**src/rtl/mem_port_arbiter_if.sv**
```systemverilog
// Bundle of the fetch, load/store and memory-port signals around mem_port_arbiter.
// slave is the arbiter's view; master is the pipeline/memory side.
interface mem_port_arbiter_if #(
  parameter int DEPTH_LOG2 = 10
);
  logic                  if_req;
  logic [31:0]           if_addr;
  logic                  if_stall;
  logic                  if_valid;
  logic [31:0]           if_rdata;

  logic                  d_req;
  logic                  d_we;
  logic [1:0]            d_size;
  logic                  d_unsigned;
  logic [31:0]           d_addr;
  logic [31:0]           d_wdata;
  logic                  d_stall;
  logic                  d_valid;
  logic [31:0]           d_rdata;
  logic                  d_misalign;

  logic                  mem_en;
  logic [3:0]            mem_we;
  logic [DEPTH_LOG2-1:0] mem_addr;
  logic [31:0]           mem_wdata;
  logic [31:0]           mem_rdata;

  modport slave (
    input  if_req, if_addr,
    output if_stall, if_valid, if_rdata,
    input  d_req, d_we, d_size, d_unsigned, d_addr, d_wdata,
    output d_stall, d_valid, d_rdata, d_misalign,
    output mem_en, mem_we, mem_addr, mem_wdata,
    input  mem_rdata
  );

  modport master (
    output if_req, if_addr,
    input  if_stall, if_valid, if_rdata,
    output d_req, d_we, d_size, d_unsigned, d_addr, d_wdata,
    input  d_stall, d_valid, d_rdata, d_misalign,
    input  mem_en, mem_we, mem_addr, mem_wdata,
    output mem_rdata
  );
endinterface

```
**src/rtl/mem_port_arbiter.sv**
```systemverilog
// Shares one synchronous-read, byte-writable memory port between instruction fetch
// and load/store, with starvation relief for fetch and load realignment/extension.
module mem_port_arbiter #(
  parameter int DEPTH_LOG2 = 10,
  parameter int STARVE_MAX = 4
) (
  input logic               clk,
  input logic               rst,
  mem_port_arbiter_if.slave bus
);

  localparam logic [3:0] STARVE_LIM = 4'(STARVE_MAX);

  logic [3:0]  starve_cnt;
  logic        grant_if;
  logic        grant_d;
  logic        d_mis;
  logic [3:0]  st_be;
  logic [31:0] st_data;

  // response tag for the access granted last cycle
  logic        t_vld;
  logic        t_d;
  logic        t_we;
  logic [1:0]  t_size;
  logic        t_uns;
  logic [1:0]  t_lane;
  logic        t_mis;

  logic [7:0]  ld_byte;
  logic [15:0] ld_half;
  logic [31:0] ld_data;

  logic        if_valid_q;
  logic [31:0] if_rdata_q;
  logic        d_valid_q;
  logic [31:0] d_rdata_q;
  logic        d_misalign_q;

  logic        unused_bits;
  assign unused_bits = ^{bus.if_addr[1:0], bus.if_addr[31:DEPTH_LOG2+2],
                         bus.d_addr[31:DEPTH_LOG2+2]};

  assign d_mis = (bus.d_size == 2'b01) ? bus.d_addr[0]
                                       : (bus.d_size[1] & (|bus.d_addr[1:0]));

  assign grant_d  = !rst && bus.d_req && !(bus.if_req && (starve_cnt >= STARVE_LIM));
  assign grant_if = !rst && bus.if_req && !grant_d;

  assign bus.if_stall = bus.if_req && !grant_if;
  assign bus.d_stall  = bus.d_req && !grant_d;

  always_comb begin
    st_be   = 4'b1111;
    st_data = bus.d_wdata;
    case (bus.d_size)
      2'b00: begin
        st_be   = 4'b0001 << bus.d_addr[1:0];
        st_data = {4{bus.d_wdata[7:0]}};
      end
      2'b01: begin
        st_be   = bus.d_addr[1] ? 4'b1100 : 4'b0011;
        st_data = {2{bus.d_wdata[15:0]}};
      end
      default: ;
    endcase
  end

  // a misaligned data access still consumes the grant but never touches memory
  assign bus.mem_en    = grant_if || (grant_d && !d_mis);
  assign bus.mem_we    = (grant_d && bus.d_we && !d_mis) ? st_be : 4'b0000;
  assign bus.mem_addr  = grant_d ? bus.d_addr[DEPTH_LOG2+1:2] : bus.if_addr[DEPTH_LOG2+1:2];
  assign bus.mem_wdata = st_data;

  always_ff @(posedge clk) begin
    if (rst) begin
      starve_cnt <= 4'd0;
    end else if (!bus.if_req || grant_if) begin
      starve_cnt <= 4'd0;
    end else if (starve_cnt != 4'hF) begin
      starve_cnt <= starve_cnt + 4'd1;
    end
  end

  always_ff @(posedge clk) begin
    if (rst) begin
      t_vld  <= 1'b0;
      t_d    <= 1'b0;
      t_we   <= 1'b0;
      t_size <= 2'b00;
      t_uns  <= 1'b0;
      t_lane <= 2'b00;
      t_mis  <= 1'b0;
    end else begin
      t_vld  <= grant_if || grant_d;
      t_d    <= grant_d;
      t_we   <= bus.d_we;
      t_size <= bus.d_size;
      t_uns  <= bus.d_unsigned;
      t_lane <= bus.d_addr[1:0];
      t_mis  <= grant_d && d_mis;
    end
  end

  always_comb begin
    case (t_lane)
      2'd0:    ld_byte = bus.mem_rdata[7:0];
      2'd1:    ld_byte = bus.mem_rdata[15:8];
      2'd2:    ld_byte = bus.mem_rdata[23:16];
      default: ld_byte = bus.mem_rdata[31:24];
    endcase
    ld_half = t_lane[1] ? bus.mem_rdata[31:16] : bus.mem_rdata[15:0];
    case (t_size)
      2'b00:   ld_data = {{24{~t_uns & ld_byte[7]}}, ld_byte};
      2'b01:   ld_data = {{16{~t_uns & ld_half[15]}}, ld_half};
      default: ld_data = bus.mem_rdata;
    endcase
  end

  always_ff @(posedge clk) begin
    if (rst) begin
      if_valid_q   <= 1'b0;
      if_rdata_q   <= 32'd0;
      d_valid_q    <= 1'b0;
      d_rdata_q    <= 32'd0;
      d_misalign_q <= 1'b0;
    end else begin
      if_valid_q   <= t_vld && !t_d;
      d_valid_q    <= t_vld && t_d;
      d_misalign_q <= t_vld && t_d && t_mis;
      if (t_vld && !t_d) begin
        if_rdata_q <= bus.mem_rdata;
      end
      if (t_vld && t_d) begin
        d_rdata_q <= (t_we || t_mis) ? 32'd0 : ld_data;
      end
    end
  end

  assign bus.if_valid   = if_valid_q;
  assign bus.if_rdata   = if_rdata_q;
  assign bus.d_valid    = d_valid_q;
  assign bus.d_rdata    = d_rdata_q;
  assign bus.d_misalign = d_misalign_q;

endmodule

```
**src/flat_wrapper.sv**
```systemverilog
// flat-port wrapper written by rule: the top's interface ports become plain ports
module mem_port_arbiter_flat 
#(
  parameter int DEPTH_LOG2 = 10,
  parameter int STARVE_MAX = 4
)
  (clk, rst, bus_if_req, bus_if_addr, bus_if_stall, bus_if_valid, bus_if_rdata, bus_d_req, bus_d_we, bus_d_size, bus_d_unsigned, bus_d_addr, bus_d_wdata, bus_d_stall, bus_d_valid, bus_d_rdata, bus_d_misalign, bus_mem_en, bus_mem_we, bus_mem_addr, bus_mem_wdata, bus_mem_rdata);
  mem_port_arbiter_if #(.DEPTH_LOG2(DEPTH_LOG2)) bus_i ();
  input logic clk;
  input logic rst;
  input wire logic [$bits(bus_i.if_req)-1:0] bus_if_req;
  input wire logic [$bits(bus_i.if_addr)-1:0] bus_if_addr;
  output wire logic [$bits(bus_i.if_stall)-1:0] bus_if_stall;
  output wire logic [$bits(bus_i.if_valid)-1:0] bus_if_valid;
  output wire logic [$bits(bus_i.if_rdata)-1:0] bus_if_rdata;
  input wire logic [$bits(bus_i.d_req)-1:0] bus_d_req;
  input wire logic [$bits(bus_i.d_we)-1:0] bus_d_we;
  input wire logic [$bits(bus_i.d_size)-1:0] bus_d_size;
  input wire logic [$bits(bus_i.d_unsigned)-1:0] bus_d_unsigned;
  input wire logic [$bits(bus_i.d_addr)-1:0] bus_d_addr;
  input wire logic [$bits(bus_i.d_wdata)-1:0] bus_d_wdata;
  output wire logic [$bits(bus_i.d_stall)-1:0] bus_d_stall;
  output wire logic [$bits(bus_i.d_valid)-1:0] bus_d_valid;
  output wire logic [$bits(bus_i.d_rdata)-1:0] bus_d_rdata;
  output wire logic [$bits(bus_i.d_misalign)-1:0] bus_d_misalign;
  output wire logic [$bits(bus_i.mem_en)-1:0] bus_mem_en;
  output wire logic [$bits(bus_i.mem_we)-1:0] bus_mem_we;
  output wire logic [$bits(bus_i.mem_addr)-1:0] bus_mem_addr;
  output wire logic [$bits(bus_i.mem_wdata)-1:0] bus_mem_wdata;
  input wire logic [$bits(bus_i.mem_rdata)-1:0] bus_mem_rdata;
  assign bus_i.if_req = bus_if_req;
  assign bus_i.if_addr = bus_if_addr;
  assign bus_if_stall = bus_i.if_stall;
  assign bus_if_valid = bus_i.if_valid;
  assign bus_if_rdata = bus_i.if_rdata;
  assign bus_i.d_req = bus_d_req;
  assign bus_i.d_we = bus_d_we;
  assign bus_i.d_size = bus_d_size;
  assign bus_i.d_unsigned = bus_d_unsigned;
  assign bus_i.d_addr = bus_d_addr;
  assign bus_i.d_wdata = bus_d_wdata;
  assign bus_d_stall = bus_i.d_stall;
  assign bus_d_valid = bus_i.d_valid;
  assign bus_d_rdata = bus_i.d_rdata;
  assign bus_d_misalign = bus_i.d_misalign;
  assign bus_mem_en = bus_i.mem_en;
  assign bus_mem_we = bus_i.mem_we;
  assign bus_mem_addr = bus_i.mem_addr;
  assign bus_mem_wdata = bus_i.mem_wdata;
  assign bus_i.mem_rdata = bus_mem_rdata;
  mem_port_arbiter #(.DEPTH_LOG2(DEPTH_LOG2), .STARVE_MAX(STARVE_MAX)) u_core (.clk(clk), .rst(rst), .bus(bus_i));
endmodule
```
**config.mk**
```make
export PLATFORM = sky130hd
export DESIGN_NAME = mem_port_arbiter_flat
export DESIGN_NICKNAME = d
export VERILOG_FILES = /design/src/rtl/mem_port_arbiter_if.sv /design/src/rtl/mem_port_arbiter.sv /design/src/flat_wrapper.sv
export SDC_FILE = /design/constraint.sdc
export NUM_CORES = 1
export LEC_CHECK = 0
export BUFFER_PORTS_ARGS = -buffer_cell sky130_fd_sc_hd__buf_2
export CORE_ASPECT_RATIO = 1.1
export CORE_MARGIN = 1.5
export CORE_UTILIZATION = 30
export DETAILED_ROUTE_END_ITERATION = 8
export GPL_TIMING_DRIVEN = 0
export PLACE_DENSITY = 0.71
export RECOVER_POWER = 25
export SLEW_MARGIN = 30
export SYNTH_ARGS = -nofsm -noshare
export SYNTH_HDL_FRONTEND = slang
export SYNTH_SLANG_ARGS = --single-unit
```
**constraint.sdc**
```tcl
create_clock -name clk -period 2 [get_ports clk]
set_input_delay 0.2 -clock clk [delete_from_list [all_inputs] [get_ports clk]]
set_output_delay 0.2 -clock clk [all_outputs]
set_load 0.005 [all_outputs]
```
# == Word level (Yosys, flattened, before mapping) ==
# Cells that the tools add are included.
# totals
elab_cells,65
regBits,80
input_bits,136
n_memories,0
latchBits,0
output_inout_bits,116
ram_bits,0
rom_bits,0
# op_classes
shifts,1
bitwise,4
reduce_logical,30
n_lt_le_gt_ge,1
multipliers,0
eq_ne,5
add_sub_neg,1
div_mod_pow,0
muxes,10
# op_table
cell,n
$pmux 32 s2,2
$mux 32,1
$pmux 8 s3,1
$mux 16,1
$logic_and 1x1->1,14
$mux 10,1
$mux 4,2
$pmux 4 s2,1
$logic_not 1->1,7
$eq 2x1->1 const B,3
$logic_not 2->1,3
$add 4x1->4 const B,1
$ge 4x3->1 const B,1
$logic_or 1x1->1,4
$ne 4x4->1 const B,1
$reduce_or 2->1,2
$shl 1x2->4 const A,1
$and 1x1->1,3
$eq 2x2->1 const B,1
$mux 1,1
$not 1->1,1

# == Depth between registers and ports, before layout ==
# depth
word_depth,8
mapped_depth,6
ltp_nobuf,5

# == Worst setup path after synthesis ==
# No wires, ideal clock.
# synth_timing
path_type,reg2reg
startpoint,register u_core.t_lane[0]
endpoint,"register u_core.d_rdata_q[16], in the netlist u_core.bus.d_rdata[16]"
synth_period_minus_slack_ps,1485
required_time_ps,1883
setup_slack_ps,515
stages_incl_launch_ff,6
n_path_buf,1
arrival_ps,1368
setup_time_ps,117
cell_sequence,dfxtp_1 mux4_2 or2_4 nand4_4 buf_8 nand2_1
# synth_via
elab_chain_len,5
word_cells_on_any_way,7
cone_classes,2 x eq/ne; 3 x mux; 1 x bitwise; 1 x reduce/logical
# synth_rtl
item,line_no,text
start: declaration,mem_port_arbiter.sv:27,logic [1:0] t_lane;
start signal: assignment,mem_port_arbiter.sv:100,t_lane <= bus.d_addr[1:0];
"$eq 2x2->1, or another cell as far along",mem_port_arbiter.sv:106,case (t_lane)
$pmux 8 s3 *,mem_port_arbiter.sv:106,
$and 1x1->1 *,mem_port_arbiter.sv:114,"2'b00: ld_data = {{24{~t_uns & ld_byte[7]}}, ld_byte};"
$pmux 32 s2 *,mem_port_arbiter.sv:113,case (t_size)
$mux 32 *,mem_port_arbiter.sv:135,d_rdata_q <= (t_we || t_mis) ? 32'd0 : ld_data;
end signal: assignment,mem_port_arbiter.sv:135,
end: declaration,mem_port_arbiter.sv:37,logic [31:0] d_rdata_q;
# Every way passes the cells marked *; elsewhere a longest branch is shown, timed or not.
# A chain may end at the register's enable or synchronous reset.

# == Worst setup path in the final report ==
# layout_timing
startpoint,register u_core.starve_cnt[2]
endpoint,output bus_mem_we[2]
# layout_via
elab_chain_len,7
# layout_rtl
item,line_no,text
start: declaration,mem_port_arbiter.sv:14,logic [3:0] starve_cnt;
start signal: assignment,mem_port_arbiter.sv:81,starve_cnt <= starve_cnt + 4'd1;
$ge 4x3->1,mem_port_arbiter.sv:47,assign grant_d = !rst && bus.d_req && !(bus.if_req && (starve_cnt >= STARVE_LIM));
$logic_and 1x1->1,mem_port_arbiter.sv:47,
$logic_not 1->1,mem_port_arbiter.sv:47,
$logic_and 1x1->1,mem_port_arbiter.sv:47,
$logic_and 1x1->1 (2 in a row),mem_port_arbiter.sv:71,assign bus.mem_we = (grant_d && bus.d_we && !d_mis) ? st_be : 4'b0000;
$mux 4,mem_port_arbiter.sv:71,
end: declaration,flat_wrapper.sv:27,output wire logic [$bits(bus_i.mem_we)-1:0] bus_mem_we;
# Every way passes these cells.

==> run metrics <==
gr usage total between 10% and 20%; most frequent cells after synthesis 141 x nand2_1, 80 x dfxtp_1, 43 x a21oi_1, 21 x clkbuf_1; R2R depth 5; clock root buffer clkbuf_16; sequential share of the synthesized area 41.8%; wire per inst 15.6 um; final hold vios 0; Yosys top cell area share a little over two fifths; Residual DRC 0; Critical Path Fanout Max 4; vias per cell ~4.8; Nets 831; Yosys warnings 0; die width ~110 um; Clock Tree Buf Depth 2; IO Pins approximately 250; PwrDens between 700 and 800 mW/mm2; Max-cap violations 0; Starting Density between 30% and 40%; first-pass GRT wire length around 20 mm; Avg Synthesized Cell Area a little over 8 um2; WL final around 13 mm; leading area contributor after synthesis dfxtp_1; Clock Power Share 41.7%; ANT nets after route 0; vias in the first global route 3806; fin crit period around 1.8 ns; Startpoint Class flip-flop; Clock Latency Late Sink 0.34 ns; CTS tree yes; Leak ~2.6 nW; CP arrival between 1.5 and 2 ns; HPWL Detailed ~11 mm; ys flop type dfxtp_1; area delta synth->final 39.7%; initial DRC count around 200; ANT cells 0; post-synthesis instance total 473; initial antenna violation count 0; R2R setup slack ~0.3 ns; R2R Path Start u_core.t_size[1]; fin crit share between 90% and 100%; synth top area cells dfxtp_1 42%, nand2_1 14%, a21oi_1 5.6%; Switching Fraction 27.5%; post-cts hold buffer count 0; full die area 0.0135 mm2; fmax 0.553 GHz; Core ar. approximately 0.013 mm2; worst hold path class input port to flip-flop; R2R Path End u_core.bus.d_rdata[8]; CP startpoint u_core.starve_cnt[2]; syn_nets a little over 600; GRT overflow 0; Critical Path End bus_mem_we[2]; htree depth 3; Slew headroom around 48%; total CTS buffers 9; largest net degree at the start of global routing 16; port bufs between 200 and 250; crit path kind flip-flop to primary output; final core utilization 42.7%; switching pwr between 0.001 and 0.0015 W; FFs w/ async S/R, synth 0%; GPL Wtd Cong about 0.90; pre-CTS setup slack 0.252 ns; skew final roughly 0.0044 ns; via count about 4100; Worst Setup End Kind primary output; worst endpoint required time between 1.5 and 2 ns; total iterations of the first detailed-routing run 4; RSZ-0062 raised after global routing no; part of the power in registers 41.8%; status complete, no violations; VDD IR max about 0.38 mV; setup ws final between 0.15 and 0.2 ns; Yosys cell types 39; site row count 43; total clock sinks 80; share of cells above drive strength 1 a little over a third; Slew Viols, Final 0; clock slew at reported path FFs ~0.060 ns; Final setup viols 0; power share of the combinational group between 10% and 20%; most frequent cell after synthesis nand2_1; P_int ~0.0029 W; register bit total from synthesis 80; number of flops mapped to enable cells by yosys 0; setup total negative slack 0 ns; slew of the pin with the lowest slew margin roughly 0.77 ns; Fillers between 1000 and 1500; synthesized cell area approximately 0.0038 mm2; Die Ht 122 um
## metrics by stage
step / total power [W] / instances / area, um2 / hold slack (ns)
detailed placement: 0.00240 / 838 / 5070 / 0.417
global route: 0.00423 / 856 / 5360 / 0.118
floorplan: 0.00206 / 473 / 3830 / 0.316
CTS: 0.00410 / 856 / 5390 / 0.0853
global placement: 0.00240 / 838 / 5070 / 0.415
finish: 0.00405 / 856 / 5360 / 0.0986
## worst min-delay path by stage
| stage | startpoint | endpoint | cells past startpoint |
|---|---|---|---|
| 6_report | bus_d_we | u_core.t_we | 2 |
| 5_1_grt | bus_mem_rdata[22] | u_core.bus.d_rdata[22] | 3 |
| 4_1_cts | bus_d_we | u_core.t_we | 2 |
| 3_5_place_dp | u_core.starve_cnt[0] | u_core.starve_cnt[0] | 1 |
| 3_3_place_gp | u_core.starve_cnt[0] | u_core.starve_cnt[0] | 1 |
| 2_1_floorplan | bus_if_req | u_core.t_vld | 2 |
## layout make-up
class	instances	area, um2	share of cell area (%)
sequential	80	1600	29.9
clock inverter	7	77.6	1.45
buffer	42	220	4.11
tap	157	196	3.67
inverter	5	18.8	0.350
clock buffer	9	225	4.20
multi-input combinational	346	1990	37.2
timing repair buffer	210	1020	19.1
## state kept, by name, summed over array words and instances, names as in the netlist, 2 cells and up
register / count
u_core.t_lane: 2
u_core.bus.d_rdata: 32
u_core.starve_cnt: 4
u_core.t_size: 2
u_core.bus.if_rdata: 32
## power by group through the flow
| stage | clock network (W) | logic (W) | registers, W |
|---|---|---|---|
| 6_report | 0.00169 | 0.000670 | 0.00169 |
| 5_1_grt | 0.00179 | 0.000740 | 0.00170 |
| 4_1_cts | 0.00172 | 0.000680 | 0.00169 |
| 3_5_place_dp | 0 | 0.000674 | 0.00173 |
| 3_3_place_gp | 0 | 0.000672 | 0.00173 |
| 2_1_floorplan | 0 | 0.000331 | 0.00173 |
## cell usage in the layout, fill, tap and decap left out, types with 3 or more instances in the layout
| cell type | netlist | final |
|---|---|---|
| o21ai_0 | 11 | 11 |
| a22oi_1 | 16 | 16 |
| buf_2 | 7 | 190 |
| inv_1 | 5 | 5 |
| nor3_1 | 4 | 3 |
| clkbuf_1 | 21 | 47 |
| inv_6 | 0 | 3 |
| nand2_1 | 141 | 141 |
| o31ai_1 | 6 | 6 |
| or3_1 | 7 | 7 |
| a311oi_1 | 6 | 6 |
| nor2b_1 | 10 | 10 |
| clkbuf_16 | 0 | 9 |
| nand3_1 | 10 | 10 |
| nor2_1 | 15 | 15 |
| mux2i_1 | 16 | 16 |
| buf_4 | 11 | 13 |
| dfxtp_1 | 80 | 80 |
| a21oi_1 | 43 | 43 |
| a32o_1 | 7 | 7 |
| mux2_2 | 16 | 16 |
| nand3b_1 | 3 | 3 |
| nand2b_1 | 15 | 15 |
## worst max-delay path, stage by stage, from the launching register on
cell and delay (ns):
dfxtp_1 0.32, o21ai_0 0.15, nand3b_1 0.12, inv_1 0.12, nand2_1 0.14, nor3_1 0.26, buf_2 0.16
## per-layer routing
| metal | vias up | track usage, % | part of all wire [%] |
|---|---|---|---|
| li1 | 2045 | - | - |
| met1 | 1843 | 22.0 | 40 |
| met2 | 192 | 34.8 | 49 |
| met3 | 31 | 4.08 | 6.9 |
| met4 | 0 | 9.46 | 4.0 |
| met5 | - | 0 | 0 |
## what timing repair did
item / CTS / global route
endpoints found under the setup margin: 3 / 10
endpoints found under the hold margin: 0 / 0
buffers inserted: 2 / 0
gates resized for setup: 0 / 3
## logic make-up (layout without fill, tap and decap cells)
group | Yosys count | in the layout | share of synthesized area (%)
XOR/XNOR | 3 | 3 | 0.686
adder cells (fa/ha/maj) | 1 | 1 | 0.326
AO/OA/AOI/OAI | 97 | 97 | 16.1
multiplexers | 33 | 33 | 9.46
other | 1 | 1 | 0.0978
flip-flops | 80 | 80 | 41.8
AND/OR/NAND/NOR | 211 | 211 | 25.2
buffers and inverters | 47 | 273 | 6.40
Note: power is estimated with default switching activity, not from simulation.
